`config.mk`:
```
export PLATFORM = sky130hd
export DESIGN_NAME = multi_edge_detector_flat
export DESIGN_NICKNAME = d
export VERILOG_FILES = /design/src/rtl/multi_edge_detector_if.sv /design/src/rtl/multi_edge_detector.sv /design/src/flat_wrapper.sv
export SDC_FILE = /design/constraint.sdc
export NUM_CORES = 1
export LEC_CHECK = 0
export CORE_MARGIN = 1
export CORE_UTILIZATION = 49
export DETAILED_ROUTE_END_ITERATION = 10
export PLACE_DENSITY_LB_ADDON = 0.05
export SETUP_SLACK_MARGIN = 0.02
export SYNTH_ARGS = -nofsm -noshare
export SYNTH_HDL_FRONTEND = slang
export SYNTH_SLANG_ARGS = --single-unit
```
`constraint.sdc`:
```
create_clock -name i_clk -period 1.7 [get_ports i_clk]
set_input_delay 0.17 -clock i_clk [delete_from_list [all_inputs] [get_ports i_clk]]
set_output_delay 0.17 -clock i_clk [all_outputs]
set_load 0.05 [all_outputs]
```
`src/rtl/multi_edge_detector_if.sv`:
```
// Channel bundle for multi_edge_detector: raw inputs and controls in, debounced level, pulses and status out.
interface multi_edge_detector_if #(
    parameter int WIDTH = 8
);
    logic [WIDTH-1:0] signal;
    logic [WIDTH-1:0] enable;
    logic [WIDTH-1:0] rise_en;
    logic [WIDTH-1:0] fall_en;
    logic [WIDTH-1:0] clear;
    logic [WIDTH-1:0] filtered;
    logic [WIDTH-1:0] rising_edge;
    logic [WIDTH-1:0] falling_edge;
    logic [WIDTH-1:0] status;
    logic             irq;

    modport master (
        output signal, enable, rise_en, fall_en, clear,
        input  filtered, rising_edge, falling_edge, status, irq
    );

    modport slave (
        input  signal, enable, rise_en, fall_en, clear,
        output filtered, rising_edge, falling_edge, status, irq
    );
endinterface

```
`src/rtl/multi_edge_detector.sv`:
```
// Per-channel synchroniser + stable-count glitch filter with gated edge pulses and sticky status/IRQ.
// FILTERED and pulses appear SYNC_STAGES+FILTER_CYCLES edges after a stable input change; no backpressure.
module multi_edge_detector #(
    parameter int WIDTH         = 8,
    parameter int SYNC_STAGES   = 2,
    parameter int FILTER_CYCLES = 4,
    parameter int CNT_W         = 8
) (
    input  logic                  i_clk,
    input  logic                  i_reset,
    multi_edge_detector_if.slave  io_bus
);
    localparam logic [CNT_W-1:0] LP_CNT_LAST = CNT_W'(FILTER_CYCLES - 1);
    localparam logic [CNT_W-1:0] LP_CNT_ONE  = CNT_W'(1);

    logic [WIDTH-1:0] r_sync [SYNC_STAGES];
    logic [CNT_W-1:0] r_cnt  [WIDTH];
    logic [WIDTH-1:0] r_filtered;
    logic [WIDTH-1:0] r_rise;
    logic [WIDTH-1:0] r_fall;
    logic [WIDTH-1:0] r_status;

    logic [WIDTH-1:0] w_s;
    logic [WIDTH-1:0] w_accept;
    logic [WIDTH-1:0] w_rise;
    logic [WIDTH-1:0] w_fall;

    assign w_s = r_sync[SYNC_STAGES-1];

    // A channel's new level is accepted on the edge its counter has already seen FILTER_CYCLES-1 differing cycles.
    always_comb begin
        w_accept = '0;
        for (int i = 0; i < WIDTH; i++) begin
            w_accept[i] = (w_s[i] != r_filtered[i]) && (r_cnt[i] == LP_CNT_LAST);
        end
    end

    assign w_rise = w_accept &  w_s & io_bus.enable & io_bus.rise_en;
    assign w_fall = w_accept & ~w_s & io_bus.enable & io_bus.fall_en;

    always_ff @(posedge i_clk) begin
        if (i_reset) begin
            for (int k = 0; k < SYNC_STAGES; k++) begin
                r_sync[k] <= '0;
            end
            for (int i = 0; i < WIDTH; i++) begin
                r_cnt[i] <= '0;
            end
            r_filtered <= '0;
            r_rise     <= '0;
            r_fall     <= '0;
            r_status   <= '0;
        end else begin
            r_sync[0] <= io_bus.signal;
            for (int k = 1; k < SYNC_STAGES; k++) begin
                r_sync[k] <= r_sync[k-1];
            end
            for (int i = 0; i < WIDTH; i++) begin
                if ((w_s[i] == r_filtered[i]) || w_accept[i]) begin
                    r_cnt[i] <= '0;
                end else begin
                    r_cnt[i] <= r_cnt[i] + LP_CNT_ONE;
                end
            end
            r_filtered <= r_filtered ^ w_accept;
            r_rise     <= w_rise;
            r_fall     <= w_fall;
            // Set from the registered pulse so a same-edge CLEAR loses to it.
            r_status   <= (r_status & ~io_bus.clear) | r_rise | r_fall;
        end
    end

    assign io_bus.filtered     = r_filtered;
    assign io_bus.rising_edge  = r_rise;
    assign io_bus.falling_edge = r_fall;
    assign io_bus.status       = r_status;
    assign io_bus.irq          = |r_status;
endmodule

```
`src/flat_wrapper.sv`:
```
// flat-port wrapper written by rule: the top's interface ports become plain ports
module multi_edge_detector_flat 
#(
    parameter int WIDTH         = 8,
    parameter int SYNC_STAGES   = 2,
    parameter int FILTER_CYCLES = 4,
    parameter int CNT_W         = 8
)
  (i_clk, i_reset, io_bus_signal, io_bus_enable, io_bus_rise_en, io_bus_fall_en, io_bus_clear, io_bus_filtered, io_bus_rising_edge, io_bus_falling_edge, io_bus_status, io_bus_irq);
  multi_edge_detector_if #(.WIDTH(WIDTH)) io_bus_i ();
  input  logic i_clk;
  input  logic i_reset;
  input wire logic [$bits(io_bus_i.signal)-1:0] io_bus_signal;
  input wire logic [$bits(io_bus_i.enable)-1:0] io_bus_enable;
  input wire logic [$bits(io_bus_i.rise_en)-1:0] io_bus_rise_en;
  input wire logic [$bits(io_bus_i.fall_en)-1:0] io_bus_fall_en;
  input wire logic [$bits(io_bus_i.clear)-1:0] io_bus_clear;
  output wire logic [$bits(io_bus_i.filtered)-1:0] io_bus_filtered;
  output wire logic [$bits(io_bus_i.rising_edge)-1:0] io_bus_rising_edge;
  output wire logic [$bits(io_bus_i.falling_edge)-1:0] io_bus_falling_edge;
  output wire logic [$bits(io_bus_i.status)-1:0] io_bus_status;
  output wire logic [$bits(io_bus_i.irq)-1:0] io_bus_irq;
  assign io_bus_i.signal = io_bus_signal;
  assign io_bus_i.enable = io_bus_enable;
  assign io_bus_i.rise_en = io_bus_rise_en;
  assign io_bus_i.fall_en = io_bus_fall_en;
  assign io_bus_i.clear = io_bus_clear;
  assign io_bus_filtered = io_bus_i.filtered;
  assign io_bus_rising_edge = io_bus_i.rising_edge;
  assign io_bus_falling_edge = io_bus_i.falling_edge;
  assign io_bus_status = io_bus_i.status;
  assign io_bus_irq = io_bus_i.irq;
  multi_edge_detector #(.WIDTH(WIDTH), .SYNC_STAGES(SYNC_STAGES), .FILTER_CYCLES(FILTER_CYCLES), .CNT_W(CNT_W)) u_core (.i_clk(i_clk), .i_reset(i_reset), .io_bus(io_bus_i));
endmodule
```
==> flow_summary.ini, run 1 <==
[setup_path]
endpoint_kind = flip-flop
path_max_fanout = 4
crit_family = simple AND/OR/NAND/NOR gates
cp.required_ns = 1.84
criticalPathCategory = flip-flop to flip-flop
crit_path_start_kind = flip-flop
crit_arrival_ns = 1.83
crit_path_cell_trace = ha_2, or4b_4, o211ai_1, buf_4, nor2_2
cpPeakStageDelay_ns = 0.45
cp_num_buf_inv = 1
crit_slowest_cell = or4b_4

[finish]
fillers = 799
syn2layout_area_growth_pct = 36.2
nets = 732
drive_above_1_share_pct = 17.2
antenna_cells = 0

[flow_run]
cap_violations = 0

[global_routing]
grt.total_usage_pct = 20.1
grt_first_pass_wirelength_um = 16400
grtUsageMet3_pct = 4.10
top_usage_layer = met2
overflow = 0
grt_pass1_vias = 3803
antenna_found_initial = 0
use_met1_pct = 24.0
grtUsageMet2_pct = 35.7
grt_max_degree = 19

[placement]
portBuffers = 74
pre_cts_ws_ns = -0.0742
gp_congestion = 0.815
hpwlAfterDp_um = 7600

[die]
rows = 36
core_um2 = 9860
initial_core_util_pct = 51.0
die_area_um2 = 10700
die_w_um = 103
num_io_pins = 75
fp.dieH_um = 103

[clocking]
worstSkewPairLatency_ns = 0.37
cts_htree_levels = 3
clockBufferDepth = 2
cts.sinks = 112
path_clk_slew_ns = 0.10
cts_tree = yes
root_buffer = clkbuf_8
numCtsBuffers = 9
hold_buffers = 0

[yosys]
synth-edff-count = 64
synth_seq_cells = 112
yosysTopAreaCell = edfxtp_1
ys_seq_area_share_pct = 57.4
ys_warn_count = 0
avgSynthCellArea_um2 = 10.4
synthTopCellsByArea = edfxtp_1 (38%), dfxtp_1 (19%), xor2_1 (4.0%), a21oi_1 (3.8%), nand3_1 (3.5%)
synth_cell_types = 40
netlist_instances = 484
synth-main-ff-cell = edfxtp_1
async_reset_ff_share_pct = 0
netlist.area_leader.share_pct = 38.2
syn_area_um2 = 5030

[timing]
finalCriticalPeriod_ns = 1.69
fin_skew_ns = 0.0107
rsz0062_at_grt = true
finalCritPeriodShare_pct = 99.5
max_freq_ghz = 0.591
finalMaxSlewViolations = 0
holdWs_ns = 0.335
setup_viol = 0
fin_ws_ns = 0.00869
hold_viol = 0

[drt]
ant_nets = 0
drtPass1Iterations = 4
totalWireLength_um = 10300
drt_iter0_markers = 118
drc = 0
wl_per_cell_um = 12.5
viasPerCell = 5.05
vias = 4145

[power]
power.density_nw_per_um2 = 746
leakage_nw = 2.64
power_w = 0.00511
ir_drop_uv = 467

[min_path]
hold_path_class = input port to flip-flop

[status]
status = complete, no violations
## registers in the layout, indices dropped and copies added, names as in the netlist, named ones only
| register | cells |
|---|---|
| u_core.r_cnt | 64 |
| u_core.r_sync | 16 |
| u_core.io_bus.falling_edge | 8 |
| u_core.io_bus.rising_edge | 8 |
| u_core.io_bus.status | 8 |
## metal layers
layer,routed length [um],up-vias
met5,0,-
met4,147,0
met3,548,11
met2,5100,96
met1,4470,1931
li1,-,2107
## placed cells by master, fill, tap and decap left out, types with 13 or more instances in the layout
cell type,instances
nand3_1,35
clkdlybuf4s50_1,41
or3_1,25
edfxtp_1,64
dfxtp_1,48
nor2_1,40
buf_4,72
a21oi_1,32
xor2_1,23
nand4_1,13
nor3_1,16
conb_1,64
o21ai_0,28
nor2b_1,17
nand2_1,37
dlygate4sd2_1,19
## report_power, final
group | switching (W) | internal, W | total [W]
Clock | 0.000853 | 0.000815 | 0.00167
Combinational | 0.000201 | 0.000234 | 0.000435
Sequential | 0.0000628 | 0.00294 | 0.00301
## layout make-up
class / instances / area (um2) / area share (%)
flip-flops and latches: 112 / 2880 / 42.1
inverters: 13 / 48.8 / 0.713
repair buffers: 133 / 1140 / 16.6
clock inverters: 2 / 37.5 / 0.548
multi-input cells: 413 / 2400 / 35.1
clock buffers: 14 / 174 / 2.54
well taps: 133 / 166 / 2.43
## worst min-delay path: stages
cell	delay (ns)
clkdlybuf4s50_1	0.40
nand2_1	0.07
nor3_1	0.04
## path summary, 6_finish.rpt
kind              slack (ns)           startpoint  cells after the start                             to
setup / recovery       0.009  u_core.r_cnt[1][24]                      5            u_core.r_cnt[1][27]
hold / removal          0.33    io_bus_fall_en[4]                      3  u_core.io_bus.falling_edge[4]
setup reg to reg       0.009  u_core.r_cnt[1][24]                      5            u_core.r_cnt[1][27]
hold reg to reg         0.45  u_core.r_sync[0][5]                      1           u_core.r_sync[0][13]
## synthesized netlist by cell type (all sizes together), types with 2 or more instances
cell,count
a211oi,3
a21bo,2
or3b,3
dfxtp,48
o31ai,2
a21oi,38
nor2b,17
nor2,43
nand2b,9
nor3b,6
o211ai,6
or3,25
nand3,35
xor2,23
edfxtp,64
clkbuf,9
xnor2,7
nor4b,2
or4b,3
or4,5
nand4,13
nor4,9
inv,12
nand2,37
nor3,18
o21ai,28
o311ai,2
ha,8
## repair_timing
item	4_1_cts	5_1_grt
resized for setup	19	15
setup buffers	5	6
pin swaps	2	13
endpoints found under the setup margin	33	48
## per-stage QoR
stage / instance area, um2 / instances / TNS, ns / util, %
6_report: 6850 / 820 / 0 / 69.4
5_1_grt: 6850 / 820 / -0.300 / 69.4
4_1_cts: 6750 / 814 / 0 / 68.4
3_5_place_dp: 6530 / 793 / -0.546 / 66.2
3_3_place_gp: 6530 / 793 / -0.167 / 66.2
2_1_floorplan: 5320 / 547 / -0.0423 / -
## cells by family (layout without fill, tap and decap cells)
family	after synthesis	after routing	share of synthesized area, %
fa+ha+maj	8	8	1.99
xor+xnor	30	30	5.23
other cells	1	64	0.0746
simple gates	228	228	24.2
buf+inv	22	162	1.64
flops	112	112	57.4
compound gates	83	83	9.51
No activity file was read; power rests on OpenSTA's default activity.
==> inputs of run 2 (changes only) <==
--- a/config.mk
+++ b/config.mk
@@ -8,8 +8,9 @@
 export CORE_MARGIN = 1
 export CORE_UTILIZATION = 49
 export DETAILED_ROUTE_END_ITERATION = 10
-export PLACE_DENSITY_LB_ADDON = 0.05
+export PLACE_DENSITY = 0.85
 export SETUP_SLACK_MARGIN = 0.02
+export SLEW_MARGIN = 20
 export SYNTH_ARGS = -nofsm -noshare
 export SYNTH_HDL_FRONTEND = slang
 export SYNTH_SLANG_ARGS = --single-unit
==> flow_summary.ini, run 2 (synthesized netlist as in run 1, its figures left out) <==
[die]
die_w_um = 103
fp.dieH_um = 103
num_io_pins = 75
core_um2 = 9860
rows = 36
die_area_um2 = 10700
initial_core_util_pct = 51.0

[power]
internal_power_w = 0.00370
p_comb_share_pct = 9.2
leakage_nw = 2.63
ir_drop_uv = 424
power.density_nw_per_um2 = 703
pwr-share-seq_pct = 62.6
p_switching_w = 0.00112
p_sw_share_pct = 23.1
clkPwrFrac_pct = 28.2

[clocking]
clockBufferDepth = 2
path_clk_slew_ns = 0.10
numCtsBuffers = 9
cts_htree_levels = 3
root_buffer = clkbuf_8
worstSkewPairLatency_ns = 0.36
cts.sinks = 112
cts_tree = yes

[timing]
hold_viol = 0
relSlewSlack_pct = 66.7
setup_viol = 1
rsz0062_at_grt = true
finalCritPeriodShare_pct = 102
max_freq_ghz = 0.577
worst_slew_pin_slew_ns = 0.498
finalCriticalPeriod_ns = 1.73
fin_ws_ns = -0.0333
fin_skew_ns = 0.0112
finalMaxSlewViolations = 0

[setup_path]
crit_path_cell_trace = ha_4, or3b_4, or4b_4, nor3_2
crit_arrival_ns = 2.02
crit_slowest_cell = or4b_4
cpPeakStageDelay_ns = 0.54
cp_num_buf_inv = 0
crit_path_start_kind = flip-flop
crit_family = simple AND/OR/NAND/NOR gates
endpoint_kind = flip-flop
criticalPathCategory = flip-flop to flip-flop
cp.required_ns = 1.99
path_max_fanout = 5

[drt]
viasPerCell = 5.11
ant_nets = 0
drtPass1Iterations = 4
vias = 4170
wl_per_cell_um = 13.3
drt_iter0_markers = 147
drc = 0
totalWireLength_um = 10900

[flow_run]
cap_violations = 0

[placement]
portBuffers = 74
place_inst = 788
gp_congestion = 0.858
placed_cell_area_um2 = 6490
hpwlAfterDp_um = 8050

[status]
status = finished with violations
violations = negative setup slack

[global_routing]
grt_pass1_vias = 3870
grt_max_degree = 20
grt_first_pass_wirelength_um = 17400
grt.total_usage_pct = 21.4
antenna_found_initial = 0
overflow = 0

[finish]
final_cells = 816
layout_commonest_cell = buf_4
nets = 729
largest_reg_flops = 64
drive_above_1_share_pct = 18.0
syn2layout_area_growth_pct = 36.4
regMostFlops = u_core.r_cnt
reg_top3 = u_core.r_cnt: 64 flops, u_core.r_sync: 16 flops
stdcell_area_um2 = 6860
mostFrequentLayoutCells = buf_4 (67), edfxtp_1 (64), conb_1 (64), dfxtp_1 (48), clkdlybuf4s50_1 (41)
antenna_cells = 0
fin_util_pct = 69.5

[min_path]
hold_path_class = input port to flip-flop
-- run 2: worst min-delay path, stage by stage --
cell and delay [ns]:
clkdlybuf4s50_1 0.39, nand2_1 0.06, nor3_1 0.04
-- run 2: path summary, 6_finish.rpt --
kind | startpoint | end | slack, ns | depth (start not counted)
max | u_core.r_cnt[1][17] | u_core.io_bus.falling_edge[6] | -0.03 | 4
min | io_bus_rise_en[2] | u_core.io_bus.rising_edge[2] | 0.33 | 3
max reg2reg | u_core.r_cnt[1][17] | u_core.io_bus.falling_edge[6] | -0.03 | 4
min reg2reg | u_core.r_sync[0][1] | u_core.r_sync[0][9] | 0.44 | 1
-- run 2: layer usage --
layer	vias to the layer above	global-route usage [%]	wire (um)
met4	0	9.32	218
met3	22	3.23	478
met2	101	37.9	5620
met1	1954	25.9	4570
li1	2093	-	-
met5	-	0	0
-- run 2: timing repair --
item                                    CTS  global route
hold buffers                              0             0
gates cloned                              0             0
setup buffers                             3            10
endpoints found under the setup margin   34            56
gates resized for setup                  24            22
pin swaps                                 1            14
-- run 2: power groups by stage --
stage                     registers [W]  clock network (W)  logic, W
after floorplan                 0.00307                  0  0.000184
final                           0.00302            0.00136  0.000445
after detailed placement        0.00307                  0  0.000399
after global placement          0.00307                  0  0.000386
after global routing            0.00303            0.00150  0.000494
after CTS                       0.00301            0.00138  0.000411
-- run 2: final cells by class --
class / count / area, um2
clock buffers: 11 / 131
well taps: 133 / 166
repair buffers: 130 / 1130
clock inverters: 4 / 22.5
inverters: 13 / 48.8
fillers: 756 / 3010
flip-flops and latches: 112 / 2880
multi-input cells: 413 / 2470
-- run 2: per-stage QoR --
| step | power (W) | setup WS (ns) | hold WS, ns | setup TNS [ns] |
|---|---|---|---|---|
| CTS | 0.00481 | -0.00979 | 0.317 | -0.00979 |
| detailed placement | 0.00347 | -0.0525 | 0.424 | -0.0636 |
| global route | 0.00502 | -0.0796 | 0.327 | -0.824 |
| global placement | 0.00345 | 0.0392 | 0.422 | 0 |
| finish | 0.00482 | -0.0333 | 0.332 | -0.0333 |
| floorplan | 0.00325 | -0.0109 | 0.296 | -0.0423 |
==> inputs of run 3 (changes only) <==
--- a/config.mk
+++ b/config.mk
@@ -7,7 +7,9 @@
 export LEC_CHECK = 0
 export CORE_MARGIN = 1
 export CORE_UTILIZATION = 49
+export CTS_CLUSTER_SIZE = 14
 export DETAILED_ROUTE_END_ITERATION = 10
+export GPL_ROUTABILITY_DRIVEN = 0
 export PLACE_DENSITY = 0.85
 export SETUP_SLACK_MARGIN = 0.02
 export SLEW_MARGIN = 20
==> results of run 3 <==
No change in the layout: final DEF, timing and power equal those of run 2.
